--- src/rtl/ram64x18_pkg.sv ---
// rtl/ram64x18_pkg.sv - shared constants and width decode for the 64x18 micro-RAM
package ram64x18_pkg;

  localparam logic [2:0] WIDTH_X8  = 3'b011;
  localparam logic [2:0] WIDTH_X18 = 3'b100;

  localparam int ROWS      = 64;
  localparam int ROW_BITS  = 18;
  localparam int LANE_BITS = 9;
  localparam int ROW_AW    = 6;

  // Only the x8 code selects byte-lane access; x18 and every unknown code use whole rows.
  function automatic logic is_x8(input logic [2:0] width);
    logic x8;
    case (width)
      WIDTH_X8:  x8 = 1'b1;
      WIDTH_X18: x8 = 1'b0;
      default:   x8 = 1'b0;
    endcase
    return x8;
  endfunction

endpackage

--- src/rtl/ram64x18_rd_port.sv ---
// rtl/ram64x18_rd_port.sv - one read port: address register, width slicing, optional output register
module ram64x18_rd_port
  import ram64x18_pkg::*;
(
  input  logic                clock,
  input  logic                reset,
  input  logic [9:0]          addr,
  input  logic [1:0]          blk,
  input  logic                en,
  input  logic                dout_lat,
  input  logic [2:0]          width,
  output logic [ROW_AW-1:0]   row,
  input  logic [ROW_BITS-1:0] row_data,
  output logic [ROW_BITS-1:0] dout
);

  // Row is addr[9:4] in both widths; addr[3] picks the lane in x8 mode, addr[2:0] never matters.
  logic [9:3]          addr_q;
  logic                sel_q;
  logic [ROW_BITS-1:0] rd_data;
  logic [ROW_BITS-1:0] out_q;
  logic                unused_addr_bits;

  assign unused_addr_bits = ^addr[2:0];

  // Address register with the block-select flag; holds while en is low.
  always_ff @(posedge clock) begin
    if (reset) begin
      addr_q <= '0;
      sel_q  <= 1'b0;
    end else if (en) begin
      addr_q <= addr[9:3];
      sel_q  <= (blk == 2'b11);
    end
  end

  assign row = addr_q[9:4];

  // Width slice of the addressed row; a deselected port reads as zero.
  always_comb begin
    rd_data = '0;
    if (sel_q) begin
      if (is_x8(width)) begin
        if (addr_q[3]) begin
          rd_data = {{(ROW_BITS-8){1'b0}}, row_data[LANE_BITS +: 8]};
        end else begin
          rd_data = {{(ROW_BITS-8){1'b0}}, row_data[0 +: 8]};
        end
      end else begin
        rd_data = row_data;
      end
    end
  end

  // Extra pipeline stage used when the port is configured for registered output.
  always_ff @(posedge clock) begin
    if (reset) begin
      out_q <= '0;
    end else begin
      out_q <= rd_data;
    end
  end

  assign dout = dout_lat ? rd_data : out_q;

endmodule

--- src/rtl/ram64x18.sv ---
// rtl/ram64x18.sv - 64x18 micro-RAM with two read ports and one write port
module ram64x18
  import ram64x18_pkg::*;
#(
  parameter bit CLEAR_ON_RESET = 1'b0
) (
  input  logic        clock,
  input  logic        reset,
  input  logic [9:0]  a_addr,
  input  logic [1:0]  a_blk,
  input  logic        a_en,
  input  logic        a_dout_lat,
  input  logic [2:0]  a_width,
  output logic [17:0] a_dout,
  input  logic [9:0]  b_addr,
  input  logic [1:0]  b_blk,
  input  logic        b_en,
  input  logic        b_dout_lat,
  input  logic [2:0]  b_width,
  output logic [17:0] b_dout,
  input  logic [9:0]  c_addr,
  input  logic [17:0] c_din,
  input  logic        c_wen,
  input  logic [1:0]  c_blk,
  input  logic        c_en,
  input  logic [2:0]  c_width,
  output logic        busy
);

  logic [ROW_BITS-1:0] mem [ROWS];
  logic [ROW_AW-1:0]   c_row;
  logic                c_lane;
  logic                c_fire;
  logic [ROW_AW-1:0]   a_row;
  logic [ROW_AW-1:0]   b_row;
  logic [ROW_BITS-1:0] a_row_data;
  logic [ROW_BITS-1:0] b_row_data;
  logic                unused_c_bits;

  assign c_row         = c_addr[9:4];
  assign c_lane        = c_addr[3];
  assign c_fire        = c_en & c_wen & (c_blk == 2'b11);
  assign unused_c_bits = ^c_addr[2:0];
  assign busy          = 1'b0;

  // Storage update; reset blocks any write on the same edge, and optionally wipes the array.
  always_ff @(posedge clock) begin
    if (reset) begin
      if (CLEAR_ON_RESET) begin
        for (int i = 0; i < ROWS; i++) begin
          mem[i] <= '0;
        end
      end
    end else if (c_fire) begin
      if (is_x8(c_width)) begin
        if (c_lane) begin
          mem[c_row][LANE_BITS +: 8] <= c_din[7:0];
        end else begin
          mem[c_row][0 +: 8] <= c_din[7:0];
        end
      end else begin
        mem[c_row] <= c_din;
      end
    end
  end

  assign a_row_data = mem[a_row];
  assign b_row_data = mem[b_row];

  ram64x18_rd_port u_rd_a (
    .clock    (clock),
    .reset    (reset),
    .addr     (a_addr),
    .blk      (a_blk),
    .en       (a_en),
    .dout_lat (a_dout_lat),
    .width    (a_width),
    .row      (a_row),
    .row_data (a_row_data),
    .dout     (a_dout)
  );

  ram64x18_rd_port u_rd_b (
    .clock    (clock),
    .reset    (reset),
    .addr     (b_addr),
    .blk      (b_blk),
    .en       (b_en),
    .dout_lat (b_dout_lat),
    .width    (b_width),
    .row      (b_row),
    .row_data (b_row_data),
    .dout     (b_dout)
  );

endmodule

--- config.mk ---
export PLATFORM = sky130hd
export DESIGN_NAME = ram64x18
export DESIGN_NICKNAME = d
export VERILOG_FILES = /design/src/rtl/ram64x18_pkg.sv /design/src/rtl/ram64x18_rd_port.sv /design/src/rtl/ram64x18.sv
export SDC_FILE = /design/constraint.sdc
export NUM_CORES = 2
export LEC_CHECK = 0
export BUFFER_PORTS_ARGS = -buffer_cell sky130_fd_sc_hd__buf_2
export CAP_MARGIN = 0
export CORE_ASPECT_RATIO = 0.9
export CORE_UTILIZATION = 65
export CTS_CLUSTER_DIAMETER = 30
export DETAILED_ROUTE_END_ITERATION = 7
export GPL_TIMING_DRIVEN = 1
export PLACE_DENSITY_LB_ADDON = 0.15
export SLEW_MARGIN = 40
export SYNTH_ARGS = -nofsm -noshare
export SYNTH_HDL_FRONTEND = slang
export SYNTH_HIERARCHICAL = 1
export SYNTH_SLANG_ARGS = --single-unit
--- constraint.sdc ---
create_clock -name clock -period 6.71 [get_ports clock]
set_input_delay 1.0065 -clock clock [delete_from_list [all_inputs] [get_ports clock]]
set_output_delay 1.0065 -clock clock [all_outputs]
set_load 0.02 [all_outputs]
== After elaboration in Yosys (flattened, before gate mapping) ==
Memory sizes are Yosys's and may differ from the RTL's. A register that Yosys moved wholly into a read port is not among the register bits.
Cells that the tools add are included.
W data, S select, Z words.

* Register bits: 52
* Memory bits (writable): 1,152
* Bits of input ports: 71
* Output and inout bits: 37
* Bits in latches: 0
* ROM bits: 0
* Memories: 1

{| class="wikitable"
|+ Memories
! memory !! depth !! bits a word !! rd ports !! clocked after memory_dff !! write ports !! line !! RTL
|-
| mem || 64 || 18 || 2 || 2 || 1 || ram64x18.sv:30 || <nowiki>logic [ROW_BITS-1:0] mem [ROWS];</nowiki>
|}

* Muxes and demuxes: 35
* Shift-type cells: 0
* Bitwise operators: 4
* Multiply operators: 0
* Eq/ne operators: 6
* Order comparisons: 0
* Div/mod/pow operators: 0
* Add/subtract/negate cells: 0
* Reduce and logical (&&, ||, !) cells: 0

{| class="wikitable"
|+ Operators by type and width
! cell !! count
|-
| $mux W18 || 6
|-
| $mux W8 || 4
|-
| $mux W6 || 4
|-
| $mux W1 || 21
|-
| $eq A3 B2 Y1 const B || 3
|-
| $eq A2 B2 Y1 const B || 3
|-
| $and A1 B1 Y1 || 2
|-
| $or A1 B1 Y1 || 2
|}

== Logic depth before layout (Yosys ltp) ==
* Depth after elaboration: 9
* Depth in mapped cells: 13

== By module ==
The synthesis kept the hierarchy.

{| class="wikitable"
|+ By module, submodules not included
! module !! times used !! area each (um2) !! cells each
|-
| ram64x18 || 1 || 54,173.2 || 2,889
|-
| ram64x18_rd_port || 2 || 1,137.3 || 105
|}

== Worst setup path after synthesis ==
Ideal clock, no wire load.

* Path kind: reg-to-output
* From: reg u_rd_a/addr_q[4] (netlist name)
* To: out a_dout[0]
* Data arrival time: 2.540 ns
* Stages on the path, launching flop included: 13
* Slack: 3.163 ns
* Buffers on the path: 6
* Required time: 5.704 ns
* Cell sequence: dfxtp_1 buf_4 clkbuf_1 buf_4 buf_6 buf_4 nor2_2 buf_2 a2111oi_0 a211oi_1 nor4_1 mux2i_1 o2bb2ai_1

{| class="wikitable"
|+ RTL lines
! item !! line !! RTL
|-
| end, declared || ram64x18.sv:14 || <nowiki>output logic [17:0] a_dout,</nowiki>
|}

==> results.md <==
Run status:
- The flow ran to the end, and the final reports show no timing, DRC or antenna violations.

Worst setup path:
- The type of origin of the critical path is a flip-flop.
- The critical path class is reg2out.
- Of all nets on the critical path, the largest fanout is 19.
- The critical path capture point type is an output pin.
- The slack of the worst reg-to-reg path is 2.67 ns.
- At the worst endpoint, the required time is 5.70 ns.
- For the worst setup path, the data arrival time is 5.01 ns.

Timing:
- The worst pin sits at a relative slew slack of 33.4%.
- The setup violation total in the final timing report is 0.
- The number of hold-slack violations in the final timing report was 0.
- The slew at the pin closest to its max-slew limit is 0.998 ns.
- The worst clock skew is 0.0373 ns.
- Setup repair after global routing left no endpoint under its margin.
- The final-layout setup total negative slack is 0 ns.
- The hold slack is 0.482 ns.
- The share of the clock period used by the worst path is 89.7%.
- The shortest period the worst path allows is 6.02 ns.
- The highest achievable clock rate is 166 MHz.
- The final max-slew violation count came to 0.

CTS:
- The clock reaches the later pin of the worst-skew pair after 0.79 ns.
- Clock-pin slew was measured on the worst setup and hold paths at 0.06 ns.
- The H-tree was split into 4 levels.
- The quantity of hold-fixing buffers added after cts is 0.
- The clock net sink count is 1,204.
- The cell sitting at the root of the clock tree is a sky130_fd_sc_hd__clkbuf_16.
- TritonCTS built the clock tree.
- The number of resized instances in the post-cts repair step is 0.
- The setup fix buffers added after clock tree synthesis is 0.
- The number of buffers inserted during clock tree synthesis is 208.
- The clock passes through at most 3 buffers.

Logic synthesis:
- Ranked by instance count, the synthesized netlist is headed by 1,152 x sky130_fd_sc_hd__edfxtp_1, 552 x sky130_fd_sc_hd__mux4_2, 242 x sky130_fd_sc_hd__nor2_1.
- The number of flops mapped to enable cells by yosys is 1,152.
- The biggest area contributor in the post-synthesis netlist is sky130_fd_sc_hd__edfxtp_1.
- In this run the cell area of the synthesized design comes to 56,400 µm².
- The per-instance average area after synthesis is 18.2 µm².
- The async set-or-reset flop fraction in the synthesized netlist is 0%.
- The primary flip-flop cell chosen by synthesis mapping is sky130_fd_sc_hd__edfxtp_1.
- Counting flops and latches in the post-synthesis netlist gives 1,204.
- The Yosys step of the flow raised 6 warnings.
- The share of synthesized area in the top cell type comes to 61.3%.
- The number of different library cells used by synthesis comes to 50.
- Synthesis produced a netlist whose cell count is 3,099.
- The number of nets in the synthesized netlist is 3,170.
- Summing the sequential cell areas from Yosys gives 63.1% of the chip area.
- Ranked by total cell area, the synthesized netlist is headed by sky130_fd_sc_hd__edfxtp_1 61%, sky130_fd_sc_hd__mux4_2 22%, sky130_fd_sc_hd__dfxtp_1 1.8%.
- Among all cell types in the netlist, the one instantiated most often is sky130_fd_sc_hd__edfxtp_1.

Floorplan:
- The die is 282 µm tall.
- The die is 313 µm wide.
- The initial utilization of the core area, before any placement, comes to 65.6%.
- The floorplan has 102 rows.
- During I/O placement, the number of pins put on the boundary was 108.
- In this run the standard cell core region covers 86,000 µm².
- The die area is 88,000 µm².

Place:
- The wire-length estimate of the detail-placed layout is 111,000 µm.
- During placement, the flow inserted port buffers numbering 97.
- The congestion estimate from routability-driven global placement came to 0.955.

Final layout:
- The area growth from synthesis to layout is 16.5%.
- The share of final-layout standard cells stronger than drive strength 1 is 39.6%.
- The total number of nets in the final design is 3,320.
- The layout has 4,640 filler cells.

Detailed routing:
- The final routed wire length divided by cell count is 37.3 µm.
- Once detail routing completed, the nets flagged for antenna violations numbered 0.
- In the routed design, unresolved DRC markers number 0.
- The detailed router's first-iteration violation count is 5,424.
- The via density per instance is 7.54.
- The final route contains 34,517 vias.
- The pre-antenna-repair detailed-routing pass consisted of 6 iterations.
- The wire length reported by the detailed router is 171,000 µm.

Power:
- Across the VDD grid, the largest voltage drop is 337 µV.
- Summed over all cells, the static leakage comes to 20.4 nW.
- In this run the power density over the cells is 315 nW/µm².

Global route:
- The pin count of the biggest net entering global routing is 84.
- Global routing finished with a remaining overflow of 0.
- The via count of the first global-routing pass came to 34,901.
- The first global-routing pass estimated 244,000 µm of wire.
- The number of antenna violations at the first check in global routing came to 9.
- The combined global-route utilization of all metal layers is 39.5%.

Flow run:
- The tool flagged a number of max-cap violations equal to 0.

Worst hold path:
- In this run the worst hold path is classified as in2reg.
-- worst max-delay path: stages (launching register included) --
cell and delay (ns):
sky130_fd_sc_hd__dfxtp_4 0.60, sky130_fd_sc_hd__nand2b_1 0.76, sky130_fd_sc_hd__a211oi_1 0.10, sky130_fd_sc_hd__a2111oi_0 0.77
sky130_fd_sc_hd__a211oi_1 0.15, sky130_fd_sc_hd__nor4_1 0.76, sky130_fd_sc_hd__mux2i_1 0.22, sky130_fd_sc_hd__o2bb2ai_1 0.58
sky130_fd_sc_hd__buf_2 0.28
-- cells by family after synthesis --
logic type	count (synthesis)	synth area share [%]
AO/OA/AOI/OAI	313	3.93
buffers and inverters	257	2.40
flip-flops	1204	63.1
multiplexers	730	25.4
other	1	0.00664
AND/OR/NAND/NOR	594	5.16
-- placed cells by master (no fill, tap or decap), types with 9 or more instances in the layout --
cell type / count
sky130_fd_sc_hd__nand3_1: 41
sky130_fd_sc_hd__buf_2: 96
sky130_fd_sc_hd__a22o_1: 20
sky130_fd_sc_hd__inv_6: 31
sky130_fd_sc_hd__nand2_1: 110
sky130_fd_sc_hd__clkbuf_1: 15
sky130_fd_sc_hd__a211oi_1: 25
sky130_fd_sc_hd__a2111oi_0: 12
sky130_fd_sc_hd__dfxtp_1: 45
sky130_fd_sc_hd__clkinv_1: 20
sky130_fd_sc_hd__nor2b_1: 42
sky130_fd_sc_hd__mux2_2: 75
sky130_fd_sc_hd__mux4_2: 552
sky130_fd_sc_hd__mux2i_1: 95
sky130_fd_sc_hd__nor2_1: 116
sky130_fd_sc_hd__clkbuf_16: 212
sky130_fd_sc_hd__o21ai_0: 14
sky130_fd_sc_hd__nor2_2: 127
sky130_fd_sc_hd__nand2b_1: 27
sky130_fd_sc_hd__o22ai_1: 82
sky130_fd_sc_hd__and4_1: 10
sky130_fd_sc_hd__a221oi_1: 23
sky130_fd_sc_hd__and3_1: 17
sky130_fd_sc_hd__a21oi_1: 22
sky130_fd_sc_hd__clkinv_2: 24
sky130_fd_sc_hd__clkinvlp_4: 24
sky130_fd_sc_hd__clkinv_4: 19
sky130_fd_sc_hd__nor4_1: 9
sky130_fd_sc_hd__buf_4: 78
sky130_fd_sc_hd__and2_1: 22
sky130_fd_sc_hd__a22oi_1: 74
sky130_fd_sc_hd__edfxtp_1: 1152
sky130_fd_sc_hd__buf_12: 13
sky130_fd_sc_hd__nand4_1: 12
sky130_fd_sc_hd__bufinv_16: 27
sky130_fd_sc_hd__o2bb2ai_1: 16
sky130_fd_sc_hd__a31oi_1: 18
-- where the power goes --
group	switching, mW	internal [mW]
Clock	4.02	6.93
Combinational	0.889	0.552
Sequential	0.0413	8.26
Total	4.95	15.7
-- sequential cells by signal, indices dropped and copies added, names as in the netlist --
name / cells
u_rd_a/out_q: 18
u_rd_b/addr_q: 7
u_rd_a/sel_q: 1
mem: 1152
u_rd_b/out_q: 18
u_rd_b/sel_q: 1
u_rd_a/addr_q: 7
-- cell type report --
type,instances,area (µm²),area share (%)
diodes,1,2.50,0.00380
clock buffers,228,5380,8.17
clock inverters,166,1960,2.98
inverters,5,18.8,0.0285
multi-input cells,1638,19900,30.3
flip-flops and latches,1204,35700,54.2
well taps,1144,1430,2.18
repair buffers,192,1380,2.09
-- layer usage --
| metal | up-vias | wire (µm) | part of all wire [%] | GRT usage (%) |
|---|---|---|---|---|
| met5 | - | 50 | 0.029 | 0 |
| met4 | 8 | 6930 | 4.1 | 15.8 |
| met3 | 451 | 25100 | 15 | 13.7 |
| met2 | 2831 | 79800 | 47 | 60.0 |
| met1 | 17814 | 58700 | 34 | 53.1 |
| li1 | 13413 | - | - | - |
-- metrics by stage --
stage	setup slack [ns]	area, µm²	power (mW)	cells	util [%]
2_1_floorplan	3.16	56400	9.31	3099	-
3_3_place_gp	1.76	57900	9.78	4177	67.3
3_5_place_dp	1.65	58300	9.83	4178	67.8
4_1_cts	0.821	65600	20.6	4572	76.3
5_1_grt	0.648	65800	21.1	4577	76.5
6_report	0.689	65800	20.7	4578	76.5
-- final timing paths --
path,start,end,depth (start not counted)
setup / recovery,u_rd_a/addr_q[4],a_dout[3],8
hold / removal,b_addr[4],u_rd_b/addr_q[4],3
setup reg to reg,u_rd_b/addr_q[5],u_rd_b/out_q[1],8
hold reg to reg,u_rd_b/addr_q[3],u_rd_b/addr_q[3],2
Power figures use the tool's default switching activity.
